==> src/rtl/overlay_pkg.sv <==
// Shared definitions for the overlay scheduler: move direction codes, move
// FSM states, font ROM geometry, window B reset position and the clamped
// position-step helper.
package overlay_pkg;

   localparam int GLYPH_BITS = 128;   // bits per glyph in the font ROM
   localparam int ROM_AW     = 13;    // font ROM address width

   localparam logic [11:0] B_X_RST = 12'd256;
   localparam logic [10:0] B_Y_RST = 11'd64;

   typedef enum logic [1:0] {
      DIR_UP    = 2'd0,
      DIR_DOWN  = 2'd1,
      DIR_LEFT  = 2'd2,
      DIR_RIGHT = 2'd3
   } move_dir_t;

   typedef enum logic [1:0] {
      IDLE,
      PEND,
      APPLY,
      ACK
   } move_state_t;

   // Move a coordinate by one step, clamped to [0, max_pos]. A decrement
   // that would go below zero stops at zero instead of wrapping.
   function automatic logic [11:0] step_clamp(input logic [11:0] pos,
                                              input logic        dec,
                                              input logic [11:0] step,
                                              input logic [11:0] max_pos);
      logic [12:0] sum;
      sum = {1'b0, pos} + {1'b0, step};
      if (dec)
         return (pos < step) ? 12'd0 : pos - step;
      return (sum > {1'b0, max_pos}) ? max_pos : sum[11:0];
   endfunction

endpackage

==> src/rtl/overlay_win_hit.sv <==
// Hit test and font ROM address for one overlay window. Purely
// combinational; the window is N_CHARS glyphs wide and one glyph tall.
module overlay_win_hit import overlay_pkg::*; #(
   parameter int GLYPH_W = 8,
   parameter int GLYPH_H = 16,
   parameter int N_CHARS = 8
) (
   input  logic              de,
   input  logic [11:0]       x,
   input  logic [10:0]       y,
   input  logic [11:0]       win_x,
   input  logic [10:0]       win_y,
   input  logic [ROM_AW-1:0] glyph0,   // glyph index of the first character
   output logic              hit,
   output logic [ROM_AW-1:0] addr
);

   localparam int WIN_W    = N_CHARS * GLYPH_W;
   localparam int COL_BITS = $clog2(GLYPH_W);

   logic [11:0]       dx;
   logic [10:0]       dy;
   logic              in_x;
   logic              in_y;
   logic [ROM_AW-1:0] char_idx;
   logic [ROM_AW-1:0] glyph;

   // Offset into the window, inside test, and glyph/row/column address.
   always_comb begin
      dx       = x - win_x;
      dy       = y - win_y;
      in_x     = (x >= win_x) && (dx < 12'(WIN_W));
      in_y     = (y >= win_y) && (dy < 11'(GLYPH_H));
      hit      = de && in_x && in_y;
      char_idx = ROM_AW'(dx >> COL_BITS);
      glyph    = glyph0 + char_idx;
      // Address arithmetic wraps modulo the ROM size by truncation.
      addr     = ROM_AW'(glyph * GLYPH_BITS) + ROM_AW'(dy * GLYPH_W)
               + ROM_AW'(dx % GLYPH_W);
   end

endmodule

==> src/rtl/overlay_sched.sv <==
// Font ROM scheduler for two overlay windows on the HDMI stream.
// Window A is a fixed banner, window B a movable glyph string positioned
// through a move_req/move_ack handshake applied at frame start.
// Optional build macro OVL_BLINK_EN: window B blinks with a 64-frame period.
module overlay_sched import overlay_pkg::*; #(
   parameter int H_ACTIVE = 1920,
   parameter int V_ACTIVE = 1080,
   parameter int GLYPH_W  = 8,
   parameter int GLYPH_H  = 16,
   parameter int N_CHARS  = 8,
   parameter int A_X      = 16,
   parameter int A_Y      = 16,
   parameter int A_GLYPH0 = 0,
   parameter int STEP     = 8,
   parameter int ROM_LAT  = 1
) (
   input  logic        HDMI_TX_CLK,
   input  logic        reset_n,
   input  logic        hdmi_de,
   input  logic        hdmi_vs,
   input  logic [12:0] rom_base,
   input  logic        move_req,
   input  logic [1:0]  move_dir,
   input  logic        rom_q,
   output logic        move_ack,
   output logic [12:0] rom_address,
   output logic        overlay_enable,
   output logic        de_aligned,
   output logic [11:0] win_b_x,
   output logic [10:0] win_b_y
);

   localparam logic [11:0] X_MAX  = 12'(H_ACTIVE - N_CHARS * GLYPH_W);
   localparam logic [11:0] Y_MAX  = 12'(V_ACTIVE - GLYPH_H);
   localparam logic [11:0] STEP_V = 12'(STEP);

   logic        de_q;
   logic        vs_q;
   logic        de_fall;
   logic        vs_rise;
   logic [11:0] x_cnt;
   logic [10:0] y_cnt;

   logic              hit_a;
   logic              hit_b_raw;
   logic              hit_b;
   logic [ROM_AW-1:0] addr_a;
   logic [ROM_AW-1:0] addr_b;

   logic               hit_r;
   logic               de_r;
   logic [ROM_LAT-1:0] hit_pipe;
   logic [ROM_LAT-1:0] de_pipe;

   move_state_t state;
   move_dir_t   dir_q;

   // Glyph alignment discards the low address bits of the base.
   logic unused_rom_base_lo;
   assign unused_rom_base_lo = ^rom_base[6:0];

   assign de_fall = de_q & ~hdmi_de;
   assign vs_rise = hdmi_vs & ~vs_q;

   // Pixel position: x counts DE-high cycles, y counts line ends.
   always_ff @(posedge HDMI_TX_CLK or negedge reset_n) begin
      if (!reset_n) begin
         de_q  <= 1'b0;
         vs_q  <= 1'b0;
         x_cnt <= '0;
         y_cnt <= '0;
      end else begin
         // NOTE: sequential state uses non-blocking assignments so every
         // flop samples the pre-edge values regardless of statement order.
         de_q <= hdmi_de;
         vs_q <= hdmi_vs;
         if (de_fall)
            x_cnt <= '0;
         else if (hdmi_de && x_cnt != 12'(H_ACTIVE - 1))
            x_cnt <= x_cnt + 12'd1;
         if (vs_rise)
            y_cnt <= '0;
         else if (de_fall && y_cnt != 11'(V_ACTIVE - 1))
            y_cnt <= y_cnt + 11'd1;
      end
   end

   overlay_win_hit #(
      .GLYPH_W (GLYPH_W),
      .GLYPH_H (GLYPH_H),
      .N_CHARS (N_CHARS)
   ) u_hit_a (
      .de     (hdmi_de),
      .x      (x_cnt),
      .y      (y_cnt),
      .win_x  (12'(A_X)),
      .win_y  (11'(A_Y)),
      .glyph0 (ROM_AW'(A_GLYPH0)),
      .hit    (hit_a),
      .addr   (addr_a)
   );

   overlay_win_hit #(
      .GLYPH_W (GLYPH_W),
      .GLYPH_H (GLYPH_H),
      .N_CHARS (N_CHARS)
   ) u_hit_b (
      .de     (hdmi_de),
      .x      (x_cnt),
      .y      (y_cnt),
      .win_x  (win_b_x),
      .win_y  (win_b_y),
      .glyph0 ({7'd0, rom_base[12:7]}),
      .hit    (hit_b_raw),
      .addr   (addr_b)
   );

`ifdef OVL_BLINK_EN
   logic [5:0] frame_cnt;

   // Frame counter driving the window B blink phase.
   always_ff @(posedge HDMI_TX_CLK or negedge reset_n) begin
      if (!reset_n)
         frame_cnt <= '0;
      else if (vs_rise)
         frame_cnt <= frame_cnt + 6'd1;
   end

   assign hit_b = hit_b_raw & ~frame_cnt[5];
`else
   assign hit_b = hit_b_raw;
`endif

   // Address stage: window A wins overlaps; no hit keeps the last address.
   always_ff @(posedge HDMI_TX_CLK or negedge reset_n) begin
      if (!reset_n) begin
         rom_address <= '0;
         hit_r       <= 1'b0;
         de_r        <= 1'b0;
      end else begin
         hit_r <= hit_a | hit_b;
         de_r  <= hdmi_de;
         // NOTE: the missing else is safe here -- inside a clocked block
         // it just holds the flop; the same shape in combinational logic
         // would infer a latch.
         if (hit_a)
            rom_address <= addr_a;
         else if (hit_b)
            rom_address <= addr_b;
      end
   end

   // Delay hit and DE by the ROM read latency so they line up with rom_q.
   always_ff @(posedge HDMI_TX_CLK or negedge reset_n) begin
      if (!reset_n) begin
         hit_pipe <= '0;
         de_pipe  <= '0;
      end else begin
         hit_pipe[0] <= hit_r;
         de_pipe[0]  <= de_r;
         for (int i = 1; i < ROM_LAT; i++) begin
            hit_pipe[i] <= hit_pipe[i-1];
            de_pipe[i]  <= de_pipe[i-1];
         end
      end
   end

   assign overlay_enable = hit_pipe[ROM_LAT-1] & rom_q;
   assign de_aligned     = de_pipe[ROM_LAT-1];

   // Move handshake: latch the request, apply it at the next frame start,
   // then hold the acknowledge until the requester lets go.
   always_ff @(posedge HDMI_TX_CLK or negedge reset_n) begin
      if (!reset_n) begin
         state    <= IDLE;
         dir_q    <= DIR_UP;
         move_ack <= 1'b0;
         win_b_x  <= B_X_RST;
         win_b_y  <= B_Y_RST;
      end else begin
         case (state)
            IDLE: begin
               if (move_req) begin
                  dir_q <= move_dir_t'(move_dir);
                  state <= PEND;
               end
            end
            PEND: begin
               if (vs_rise)
                  state <= APPLY;
            end
            APPLY: begin
               case (dir_q)
                  DIR_UP:    win_b_y <= 11'(step_clamp({1'b0, win_b_y}, 1'b1, STEP_V, Y_MAX));
                  DIR_DOWN:  win_b_y <= 11'(step_clamp({1'b0, win_b_y}, 1'b0, STEP_V, Y_MAX));
                  DIR_LEFT:  win_b_x <= step_clamp(win_b_x, 1'b1, STEP_V, X_MAX);
                  DIR_RIGHT: win_b_x <= step_clamp(win_b_x, 1'b0, STEP_V, X_MAX);
                  default:   ;
               endcase
               move_ack <= 1'b1;
               state    <= ACK;
            end
            ACK: begin
               if (!move_req) begin
                  move_ack <= 1'b0;
                  state    <= IDLE;
               end
            end
            default: state <= IDLE;
         endcase
      end
   end

endmodule
==> config.mk <==
export PLATFORM = sky130hd
export DESIGN_NAME = overlay_sched
export DESIGN_NICKNAME = d
export VERILOG_FILES = /design/src/rtl/overlay_pkg.sv /design/src/rtl/overlay_win_hit.sv /design/src/rtl/overlay_sched.sv
export SDC_FILE = /design/constraint.sdc
export NUM_CORES = 1
export LEC_CHECK = 0
export ABC_CLOCK_PERIOD_IN_PS = 4250
export CAP_MARGIN = 10
export CELL_PAD_IN_SITES_DETAIL_PLACEMENT = 0
export CELL_PAD_IN_SITES_GLOBAL_PLACEMENT = 1
export CORE_MARGIN = 4
export CORE_UTILIZATION = 43
export DETAILED_ROUTE_END_ITERATION = 12
export GPL_ROUTABILITY_DRIVEN = 0
export PLACE_DENSITY = 0.78
export SYNTH_ARGS = -nofsm -noshare
export SYNTH_HDL_FRONTEND = slang
export SYNTH_SLANG_ARGS = --single-unit
==> constraint.sdc <==
create_clock -name HDMI_TX_CLK -period 4.25 [get_ports HDMI_TX_CLK]
set_input_delay 0.85 -clock HDMI_TX_CLK [delete_from_list [all_inputs] [get_ports HDMI_TX_CLK]]
set_output_delay 0.85 -clock HDMI_TX_CLK [all_outputs]
set_load 0.01 [all_outputs]
Word level (Yosys, flattened, before mapping)
Index checks and enable logic that the tools add are counted.
{"block": "word_totals", "ff_bits": 69, "latch_bits": 0, "ramBits": 0, "rom_bits": 0, "inputBits": 21, "out_inout_bits": 39, "wordCells": 104, "memories": 0}
{"block": "classes", "n_addsub": 15, "n_mul": 0, "div_mod_pow": 0, "magnitude_cmp": 12, "n_eq_ne": 11, "n_shift": 0, "mux": 24, "n_bitwise": 6, "n_reduce_logical": 23}
{"cell": "two-way mux 12 bit", "count": 5}
{"cell": "two-way mux 11 bit", "count": 5}
{"cell": "adder 13 bit", "count": 2}
{"cell": "adder 13 x 3 -> 13 bit", "count": 2}
{"cell": "two-way mux 13 bit", "count": 2}
{"cell": "less-than comparator 12 x 7 -> 1 bit (second input constant)", "count": 2}
{"cell": "one-hot mux 12 bit (2 select lines)", "count": 1}
{"cell": "less-than comparator 11 x 5 -> 1 bit (second input constant)", "count": 2}
{"cell": "one-hot mux 11 bit (2 select lines)", "count": 1}
{"cell": "adder 12 x 4 -> 13 bit (second input constant)", "count": 1}
{"cell": "> comparator 13 x 11 -> 1 bit (second input constant)", "count": 1}
{"cell": "adder 11 x 4 -> 12 bit (second input constant)", "count": 1}
{"cell": "adder 12 x 1 -> 12 bit (second input constant)", "count": 1}
{"cell": "greater-or-equal comparator 12 bit", "count": 1}
{"cell": "greater-or-equal comparator 12 x 5 -> 1 bit (second input constant)", "count": 1}
{"cell": "> comparator 12 x 11 -> 1 bit (second input constant)", "count": 1}
{"cell": "less-than comparator 12 x 4 -> 1 bit (second input constant)", "count": 1}
{"cell": "inequality test 12 x 11 -> 1 bit (second input constant)", "count": 1}
{"cell": "nonzero test 2 bit", "count": 6}
{"cell": "subtractor 12 bit", "count": 1}
{"cell": "subtractor 12 x 4 -> 12 bit (second input constant)", "count": 1}
{"cell": "subtractor 12 x 5 -> 12 bit (second input constant)", "count": 1}
{"cell": "adder 11 x 1 -> 11 bit (second input constant)", "count": 1}
{"cell": "greater-or-equal comparator 11 bit", "count": 1}
{"cell": "21 further kinds", "count": 49}

Logic depth before layout (Yosys ltp)
{"block": "logic_depth", "ltp_word": 7, "depth_mapped": 17, "ltp_nobuf": 17}

By module
Synthesis repeated with hierarchy kept, for this count alone.
{"block": "hier_totals", "cells_unflattened": 891, "hier_area_um2": 7084.3}
{"module": "overlay_sched", "n_inst": 1, "cells_per_inst": 449, "area_per_inst_um2": 3881.2}
{"module": "overlay_win_hit", "n_inst": 2, "cells_per_inst": 221, "area_per_inst_um2": 1601.5}

Least setup slack after synthesis
OpenSTA, ideal clock, no wires.
{"block": "synth_path", "kind": "register to register", "from": "register win_b_x[3]", "to": "register rom_address[12]", "arrival_ns": 3.329, "required_ns": 4.173, "setup_slack_ns": 0.844, "path_stages_with_launch": 17, "period_less_slack_ns": 3.406, "cell_sequence": "dfrtp_1 -> inv_1 -> ha_1 -> a21oi_1 -> xnor2_1 -> inv_1 -> fa_1 -> inv_1 -> ha_1 -> a21o_1 -> a21oi_1 -> o21bai_1 -> a21oi_1 -> xor2_1 -> xnor2_1 -> mux2i_1 -> a21oi_1"}
{"block": "synth_between", "elab_chain_len": 6}
{"item": "from (decl)", "line": "overlay_sched.sv:29", "rtl": "output logic [11:0] win_b_x,"}
{"item": "from (signal assigned)", "line": "overlay_sched.sv:196", "rtl": "DIR_LEFT: win_b_x <= step_clamp(win_b_x, 1'b1, STEP_V, X_MAX);"}
{"item": "from (signal assigned)", "line": "overlay_sched.sv:197", "rtl": "DIR_RIGHT: win_b_x <= step_clamp(win_b_x, 1'b0, STEP_V, X_MAX);"}
{"item": "subtractor 12 bit", "line": "overlay_win_hit.sv:30", "rtl": "dx = x - win_x;"}
{"item": "adder 6 bit or less-than comparator 12 x 7 -> 1 bit (tied branches)", "line": "overlay_win_hit.sv:36, overlay_win_hit.sv:32"}
{"item": "adder 13 bit or logical AND 1 bit (tied branches)", "line": "overlay_win_hit.sv:38, overlay_win_hit.sv:32"}
{"item": "adder 13 x 3 -> 13 bit or logical AND 1 bit (tied branches)", "line": "overlay_win_hit.sv:39, overlay_win_hit.sv:34"}
{"item": "two-way mux 13 bit or logical AND 1 bit (tied branches)", "line": "overlay_sched.sv:148, overlay_win_hit.sv:34"}
{"item": "two-way mux 13 bit or nonzero test 2 bit (tied branches)"}
{"item": "to (signal assigned)", "line": "overlay_sched.sv:147", "rtl": "rom_address <= addr_a;"}
{"item": "to (signal assigned)", "line": "overlay_sched.sv:149", "rtl": "rom_address <= addr_b;"}
{"item": "to (decl)", "line": "overlay_sched.sv:26", "rtl": "output logic [12:0] rom_address,"}
Several ways; a longest one is shown, not always the timed one. The select of a mux whose other input is x is not followed.
A chain may end at the register's enable or synchronous reset.

Worst setup path in the final report
Ends and elaborated chain as after synthesis.

==> summary.txt <==
Run status
  – Status: completed

Drt
  – Wire per inst: 16.0 um
  – DRC viols: 0
  – Initial DRC count: 261
  – Final WL: 14.0 mm
  – Detailed-route via count: 4,787
  – Vias per inst: 5.46
  – Detail Route Antenna Nets: 0
  – DR pass1 iterations: 5

Synthesis
  – Syn Inst Count: about 660
  – Post-synthesis simple-gate area fraction: 0.204
  – EDFF count, synth: 0
  – Most frequent cell after synthesis: dfrtp_1
  – Post-synthesis mux area share: 0.0400
  – Synth Area in Adders: 0.131
  – Top cells by count, synth: dfrtp_1, inv_1, nand2_1, nor2_1, ha_1
  – Synth Cell Area: 5440 um2
  – Post-Synth XOR/XNOR Area: 0.0886
  – Avg Cell Area, Syn: between 8 and 9 um2
  – Async set-reset flop share out of synthesis: 1.00
  – Top cells by area, synth: dfrtp_1, ha_1, xnor2_1, inv_1, o21ai_0
  – Synth Area in Compound Gates: 0.181
  – Number of library cell types mapped by synthesis: 62
  – Yosys warning total: 0
  – Top cell type's share of synthesized area: 0.281
  – Sequential share of the synthesized area: 0.290
  – Yosys top cell by area: dfrtp_1
  – Yosys reg bits: 63
  – Main synth FF type: dfrtp_1
  – Main combinational cell family by area after synthesis: simple AND/OR/NAND/NOR gates

Clock tree
  – CTS tree: built
  – Postcts setup bufs: 0
  – Htree depth: 3
  – CTS Hold Bufs: 0
  – Clk sinks: 63
  – Num CTS Buffers: 9
  – CTS Buffer Depth: 2
  – Clock Tree Root: clkbuf_16
  – Post_cts resized: 0
  – Worst-path clk slew: 50 ps
  – Worst-Skew Late Latency: 340 ps

Timing
  – Slew Viols, Final: 0
  – Period minus WS final: 3750 ps
  – Worst hold slack: about 350 ps
  – Slew headroom: 0.516
  – Period utilization: 0.882
  – Setup TNS: 0 ps
  – Slew @ Worst Pin: 722 ps
  – Max Freq: 267 MHz
  – Worst Slack Setup Final: 501 ps
  – Setup Skew: 5.66 ps
  – Final hold vios: 0
  – RSZ-0062 raised after global routing: no
  – Final setup fails: 0

Placement
  – DP HPWL: roughly 11 mm
  – Pre-CTS WS: 487 ps
  – Port bufs: between 40 and 50
  – Cell count after placement: 861

GRT
  – Global-route wire length before repair: 23.6 mm
  – Largest net degree at the start of global routing: 35
  – Total grt overflow: 0
  – Total GRT Usage: 0.202
  – Antenna violations before repair: 0
  – Vias in the first global route: between 4k and 5k

Pwr
  – Lkg Pwr: 2.89 nW
  – Peak supply drop: around 0.30 mV
  – Pwr dens: 644 nW/um2

Layout
  – Multi-input gate area: 3540 um2
  – Reg area: 1580 um2
  – Area delta synth->final: 16.3%
  – Post-Layout Cell Count: just under 900
  – Nets: 780
  – FILL cells: 1,229
  – Share of cells above drive strength 1: 0.0537
  – ANT cells: 0
  – Final Util: 0.518

Setup path
  – Startpoint types: flop
  – Crit path cell chain: inv_1 > ha_1 > a21oi_1 > xnor2_1 > inv_1 > fa_1 > inv_1 > ha_1 > a21o_1 > a21oi_1 > o21bai_1 > a21oi_1 > xor2_1 > xnor2_1 > mux2i_1 > a21oi_1
  – Required @ worst endpoint: 4520 ps
  – CP Capture Type: flop
  – Worst R2R End: rom_address[12]
  – Reg2Reg Depth: 16
  – Crit path max fanout: 8
  – Critical-path top delay cell: fa_1
  – Critical path's most frequent cell: a21oi_1
  – Max incr delay on CP: between 500 and 600 ps
  – CP top delay family: adder cells
  – Data arrival time of the worst path: 4020 ps
  – Worst R2R Setup Slack: 500 ps
  – CP Class: reg2reg
  – CP bufs+invs: 3
  – RR Startpoint: win_b_x[3]

Floorplanning
  – Die width: ~120 um
  – Die Y: 120 um
  – Die ar.: around 15,000 um2
  – Cell Rows: 40
  – I/O pin total: 60
  – Core ar.: 12,200 um2
  – Initial core utilization: 0.445

Flow run
  – Max Cap Violations: 0

Worst hold path
  – Hold Crit Start: hit_r
  – Worst hold path type: reg2reg
  – Hold Crit Depth: 0
  – Hold Path Sink: hit_pipe
logic make-up after synthesis:
family | Yosys count
AND/OR/NAND/NOR | 220
AO/OA/AOI/OAI | 157
buffers and inverters | 85
flip-flops | 63
adder cells (fa/ha/maj) | 55
XOR/XNOR | 55
multiplexers | 21
other | 2
stage by stage:
stage | instance area (um2) | power, mW
floorplan | 5460 | 2.70
global placement | 6060 | 3.33
detailed placement | 6060 | 3.36
CTS | 6320 | 4.09
global route | 6320 | 4.48
finish | 6320 | 4.07
sequential cells by signal (all words and copies together) (netlist names):
name         cells
rom_address     13
x_cnt           12
y_cnt           11
win_b_x          9
win_b_y          8
dir_q            2
state            2
de_aligned       1
de_r             1
hit_pipe         1
hit_r            1
move_ack         1
vs_q             1
cell usage in the layout (no fill, tap or decap), types with 11 or more instances in the layout:
cell type,netlist,layout
dfrtp_1,61,61
inv_1,60,60
nor2_1,53,53
nand2_1,53,53
ha_1,52,52
o21ai_0,45,45
clkdlybuf4s50_1,0,45
a21oi_1,44,44
xnor2_1,37,37
nand3_1,25,25
nor3_1,20,20
xor2_1,18,18
mux2i_1,15,15
and3_1,12,12
a31oi_1,11,11
worst max path at each step:
stage / from / depth (start not counted) / end / slack (ps)
floorplan: win_b_x[3] / 16 / rom_address[12] / 840
global placement: rom_base[7] / 14 / rom_address[12] / 530
detailed placement: rom_base[7] / 14 / rom_address[12] / 490
CTS: win_b_x[3] / 16 / rom_address[12] / 480
global route: win_b_x[3] / 15 / rom_address[12] / 190
finish: win_b_x[3] / 16 / rom_address[12] / 500
layout make-up:
type | instances | share of cell area
Multi-Input combinational cell | 517 | 0.559
Tap cell | 168 | 0.0332
Timing Repair Buffer | 53 | 0.0803
Clock inverter | 4 | 0.00356
Sequential cell | 63 | 0.250
Inverter | 60 | 0.0356
Clock buffer | 11 | 0.0384
power breakdown:
| group | internal, mW | switching (mW) |
|---|---|---|
| registers | 0.742 | 0.226 |
| logic | 1.10 | 1.32 |
| clock network | 0.404 | 0.278 |
| total | 2.25 | 1.82 |
routing by layer:
metal	up-vias	part of all wire	wire length (um)	global-route usage
met5	-	0	0	0
met4	0	0.017	238	0.0659
met3	13	0.046	642	0.0365
met2	95	0.45	6250	0.321
met1	2282	0.49	6860	0.280
li1	2397	-	-	-
(Power assumes the default switching activity.)
